`config.mk`:
```
export PLATFORM = sky130hd
export DESIGN_NAME = jk_bank_scheduler
export DESIGN_NICKNAME = d
export VERILOG_FILES = /design/src/rtl/jk_sched_pkg.sv /design/src/rtl/jk_cell.sv /design/src/rtl/jk_bank_scheduler.sv
export SDC_FILE = /design/constraint.sdc
export NUM_CORES = 1
export LEC_CHECK = 0
export ABC_AREA = 1
export BUFFER_PORTS_ARGS = -buffer_cell sky130_fd_sc_hd__buf_2
export CAP_MARGIN = 15
export CELL_PAD_IN_SITES_DETAIL_PLACEMENT = 0
export CELL_PAD_IN_SITES_GLOBAL_PLACEMENT = 1
export CORE_UTILIZATION = 35
export DETAILED_ROUTE_END_ITERATION = 16
export GPL_TIMING_DRIVEN = 0
export MAX_ROUTING_LAYER = met4
export PLACE_DENSITY = 0.83
export SYNTH_ARGS = -nofsm -noshare
export SYNTH_HDL_FRONTEND = slang
export SYNTH_SLANG_ARGS = --single-unit
```
`constraint.sdc`:
```
create_clock -name clk -period 2.33 [get_ports clk]
set_clock_uncertainty 0.15 [all_clocks]
set_input_delay 0 -clock clk [delete_from_list [all_inputs] [get_ports clk]]
set_output_delay 0 -clock clk [all_outputs]
set_load 0.005 [all_outputs]
```
`src/rtl/jk_sched_pkg.sv`:
```
// jk_sched_pkg: shared command and FSM types for the JK bank scheduler.
package jk_sched_pkg;
    typedef enum logic [1:0] {
        JK_HOLD = 2'b00,
        JK_RST  = 2'b01,
        JK_SET  = 2'b10,
        JK_TGL  = 2'b11
    } jk_cmd_t;
    typedef enum logic {
        ST_ARB  = 1'b0,
        ST_LOCK = 1'b1
    } state_t;
endpackage

```
`src/rtl/jk_cell.sv`:
```
// jk_cell: one JK flip-flop of the bank, updated only when enabled.
module jk_cell
    import jk_sched_pkg::*;
(
    input  logic clk,
    input  logic rst,
    input  logic en_i,
    input  logic j_i,
    input  logic k_i,
    output logic q_o
);
    jk_cmd_t c;
    assign c = jk_cmd_t'({j_i, k_i});
    always_ff @(posedge clk or posedge rst) begin
        if (rst) q_o <= 1'b0;
        else if (en_i) q_o <= c == JK_TGL ? ~q_o : c == JK_SET ? 1'b1 : c == JK_RST ? 1'b0 : q_o;
    end
endmodule

```
`src/rtl/jk_bank_scheduler.sv`:
```
// jk_bank_scheduler: round-robin sharing of a JK cell bank among requesters.
// Define JK_SCHED_LOCK_EN to let a granted requester lock the bank to itself.
module jk_bank_scheduler
    import jk_sched_pkg::*;
#(
    parameter int NREQ  = 4,
    parameter int NBITS = 8,
    parameter int IDXW  = (NBITS > 1) ? $clog2(NBITS) : 1
) (
    input  logic                 clk,
    input  logic                 rst,
    input  logic [NREQ-1:0]      req_i,
    input  logic [2*NREQ-1:0]    cmd_i,
    input  logic [IDXW*NREQ-1:0] idx_i,
    input  logic [NREQ-1:0]      lock_i,
    output logic [NREQ-1:0]      gnt_o,
    output logic [NBITS-1:0]     q_o,
    output logic                 err_o,
    output logic                 busy_o
);
    localparam int PW = $clog2(NREQ);
    logic [PW-1:0]   ptr_q, ptr_d, arb_win, sel, nxt;
    logic            arb_hit, hit, adv, bad, err_q;
    logic [1:0]      cmd_sel;
    logic [IDXW-1:0] idx_sel;
    // Scan downward so the lowest offset from the pointer is the last writer.
    always_comb begin
        arb_win = '0;
        arb_hit = 1'b0;
        for (int o = NREQ - 1; o >= 0; o--) begin
            if (req_i[(int'(ptr_q) + o) % NREQ]) begin
                arb_hit = 1'b1;
                arb_win = PW'((int'(ptr_q) + o) % NREQ);
            end
        end
    end
`ifdef JK_SCHED_LOCK_EN
    state_t        state_q, state_d;
    logic [PW-1:0] owner_q, owner_d;
    logic          locked;
    assign locked = state_q == ST_LOCK;
    always_ff @(posedge clk or posedge rst) begin
        if (rst) begin
            state_q <= ST_ARB;
            owner_q <= '0;
        end else begin
            state_q <= state_d;
            owner_q <= owner_d;
        end
    end
    always_comb begin
        state_d = state_q;
        owner_d = owner_q;
        if (!locked) begin
            if (hit && lock_i[sel]) begin
                state_d = ST_LOCK;
                owner_d = sel;
            end
        end else if (!lock_i[owner_q]) begin
            state_d = ST_ARB;
        end
    end
    assign sel = locked ? owner_q : arb_win;
    assign hit = locked ? req_i[owner_q] : arb_hit;
    assign adv = locked ? !lock_i[owner_q] : hit;
`else
    logic unused_lock;
    assign unused_lock = ^lock_i;
    assign sel = arb_win;
    assign hit = arb_hit;
    assign adv = hit;
`endif
    assign nxt     = (sel == PW'(NREQ - 1)) ? '0 : sel + 1'b1;
    assign ptr_d   = adv ? nxt : ptr_q;
    assign gnt_o   = hit ? {{(NREQ-1){1'b0}}, 1'b1} << sel : '0;
    assign cmd_sel = cmd_i[2*sel +: 2];
    assign idx_sel = idx_i[IDXW*sel +: IDXW];
    assign bad     = hit && (int'(idx_sel) >= NBITS);
    assign err_o   = err_q;
    assign busy_o  = |req_i;
    always_ff @(posedge clk or posedge rst) begin
        if (rst) begin
            ptr_q <= '0;
            err_q <= 1'b0;
        end else begin
            ptr_q <= ptr_d;
            err_q <= bad;
        end
    end
    for (genvar g = 0; g < NBITS; g++) begin : g_cell
        jk_cell u_cell (
            .clk  (clk),
            .rst  (rst),
            .en_i (hit && idx_sel == IDXW'(g)),
            .j_i  (cmd_sel[1]),
            .k_i  (cmd_sel[0]),
            .q_o  (q_o[g])
        );
    end
endmodule
```
==> qor.csv <==
metric,value,unit
grt_pass1_vias,1430,
avgViaCountPerCell,4.80,
cp_max_fo,6,
crit_path_top_delay_cell,dfrtp_2,
clock_latency,0.24,ns
setup-violations-final,0,
overflow,0,
ys_async_sr_fraction,1.00,
fin_nets,342,
min_from,idx_i[8],
rsz0062_at_grt,true,
holdCritPathClass,primary input to register,
layout_common_cells,"nand2_1 (56), inv_1 (38), buf_2 (38)",
io_pins,44,
drv_slew,0,
use_met3,0.0333,
dpl_cell_area,1770,um2
synth_edf_count,0,
finalWirelength,4500,um
cp.required,2.36,ns
fill_cells,374,
fmax,439,MHz
initial_core_util,0.372,
clkTransAtPathRegs,0.05,ns
hold_depth,8,
status,"finished, final reports clean",
io_buffers,38,
whs_endpoint,g_cell[0].u_cell.q_o,
syn_area,1520,um2
cts_tree,built,
r2r_slack,0.05,ns
grt_max_degree,12,
period_needed,2.28,ns
gp_congestion,0.785,
coreArea,4090,um2
ys_ff_latch,10,
worstPathCellList,buf_6 > o21ai_4 > nand2_2 > nand3_4 > nand3_4 > buf_4 > nand3_1 > nand3_2 > nand2_8 > buf_6 > nand2_1 > inv_1 > nand3_1 > nand2_1,
multi_input_area,1340,um2
seq_area,253,um2
wl_per_cell,12.6,um
r2r_start,ptr_q[0],
die_y,67.9,um
maxCapViolCount,0,
post_synth.cell_area_avg,6.13,um2
timing.setup.tns,0,ns
cts_buffers,3,
vias,1715,
stdcell_area,2420,um2
reg2reg_depth,14,
grt_usage,0.180,
htreeDepth,1,
syn_nets,282,
syn-instance-count,248,
critPathBufInv,4,
hpwl,2840,um
ys_seq_area_frac,0.165,
gr-usage-met2,0.298,
grt_pass1_wl,6240,um
die-area,4610,um2
grt_use_met1,0.230,
antenna_found_initial,0,
ys_types,19,
worst_path_largest_cell_delay,0.45,ns
timing.rr.end,g_cell[2].u_cell.q_o,
startpoint_type,register,
rows,23,
cts_sinks,10,
area_growth,59.0,%
ys_warn_count,0,
critical_path_class,register to register,
finalCritPeriodShare,0.978,
final_common_cell,nand2_1,
drive_above_1_share,0.511,
ant_nets,0,
drc,0,
die_w,67.9,um
setup.worst_path.end_class,register,
final-hold-violation-count,0,
clock_path_buffers,2,
n_antenna_cell,0,
first_pass_iters,4,
ys.flop_type,dfrtp_1,
crit_family,simple AND/OR/NAND/NOR gates,
drtIter0Drc,54,
ctsRootBufferMaster,clkbuf_8,
arrival,2.30,ns
grt.busiest_layer,met2,
## worst max-delay path by stage
stage | depth (start not counted) | end | slack, ns | start
2_1_floorplan | 16 | g_cell[2].u_cell.q_o | 0.24 | ptr_q[0]
3_3_place_gp | 13 | g_cell[5].u_cell.q_o | -0.06 | ptr_q[1]
3_5_place_dp | 16 | g_cell[2].u_cell.q_o | -0.03 | ptr_q[0]
4_1_cts | 16 | g_cell[0].u_cell.q_o | 0.02 | ptr_q[0]
5_1_grt | 16 | g_cell[6].u_cell.q_o | -0.07 | ptr_q[0]
6_report | 14 | g_cell[2].u_cell.q_o | 0.05 | ptr_q[0]
## worst min-delay path, cell delays in order
cell and delay (ns):
buf_2 0.09, nand2_2 0.05, nand3_2 0.07, nand2_4 0.06, nand2_2 0.07, nor2_4 0.05
nand3_2 0.05, nand2_1 0.04
## cells in the mapped netlist, types with 4 or more instances
| library cell | count | share of area |
|---|---|---|
| ha_1 | 4 | 0.033 |
| nand2_1 | 66 | 0.16 |
| buf_4 | 10 | 0.049 |
| nor2_1 | 8 | 0.020 |
| dfrtp_1 | 10 | 0.16 |
| nand2_4 | 4 | 0.030 |
| nand3_1 | 57 | 0.19 |
| nand3_2 | 7 | 0.046 |
| inv_1 | 40 | 0.099 |
| nand2_2 | 19 | 0.078 |
| nor2_2 | 6 | 0.025 |
| buf_6 | 4 | 0.030 |
## cells by family after synthesis
family | share of synthesized area
simple gates | 0.594
buf+inv | 0.185
flops | 0.165
fa+ha+maj | 0.0329
compound gates | 0.0148
xor+xnor | 0.00576
other cells | 0.00247
## layout make-up
class,instances,area share
multi-input cells,181,0.552
repair buffers,55,0.166
flip-flops and latches,10,0.105
inverters,43,0.0709
plain buffers,14,0.0575
well taps,50,0.0259
clock buffers,4,0.0228
## flip-flops by register name, summed over array words and instances (netlist names)
register	flops
g_cell.u_cell.q_o	8
ptr_q	2
## per-layer routing
metal / vias up / part of all wire
met5: - / 0
met2: 51 / 0.50
met1: 776 / 0.45
li1: 883 / -
met4: 0 / 0.0067
met3: 5 / 0.036
## what timing repair did
action                                  in CTS  in global routing
hold endpoints to repair                    10                  0
endpoints found under the setup margin       9                 12
buffers inserted                             1                 10
resized for setup                            5                 78
hold buffers                                 1                  0
pin swaps                                    1                 31
cloned                                       0                  5
## metrics by stage
stage / hold slack (ns) / instances / utilization / setup slack (ns)
3_3_place_gp: -0.154 / 336 / 0.434 / -0.0605
2_1_floorplan: -0.310 / 248 / - / 0.245
5_1_grt: 0.170 / 357 / 0.592 / -0.0744
6_report: 0.132 / 357 / 0.592 / 0.0522
3_5_place_dp: -0.151 / 336 / 0.434 / -0.0332
4_1_cts: 0.134 / 342 / 0.458 / 0.0180
Power is not shown: default switching activity piles up to over one toggle a cycle in this logic, so the estimate is an artifact.
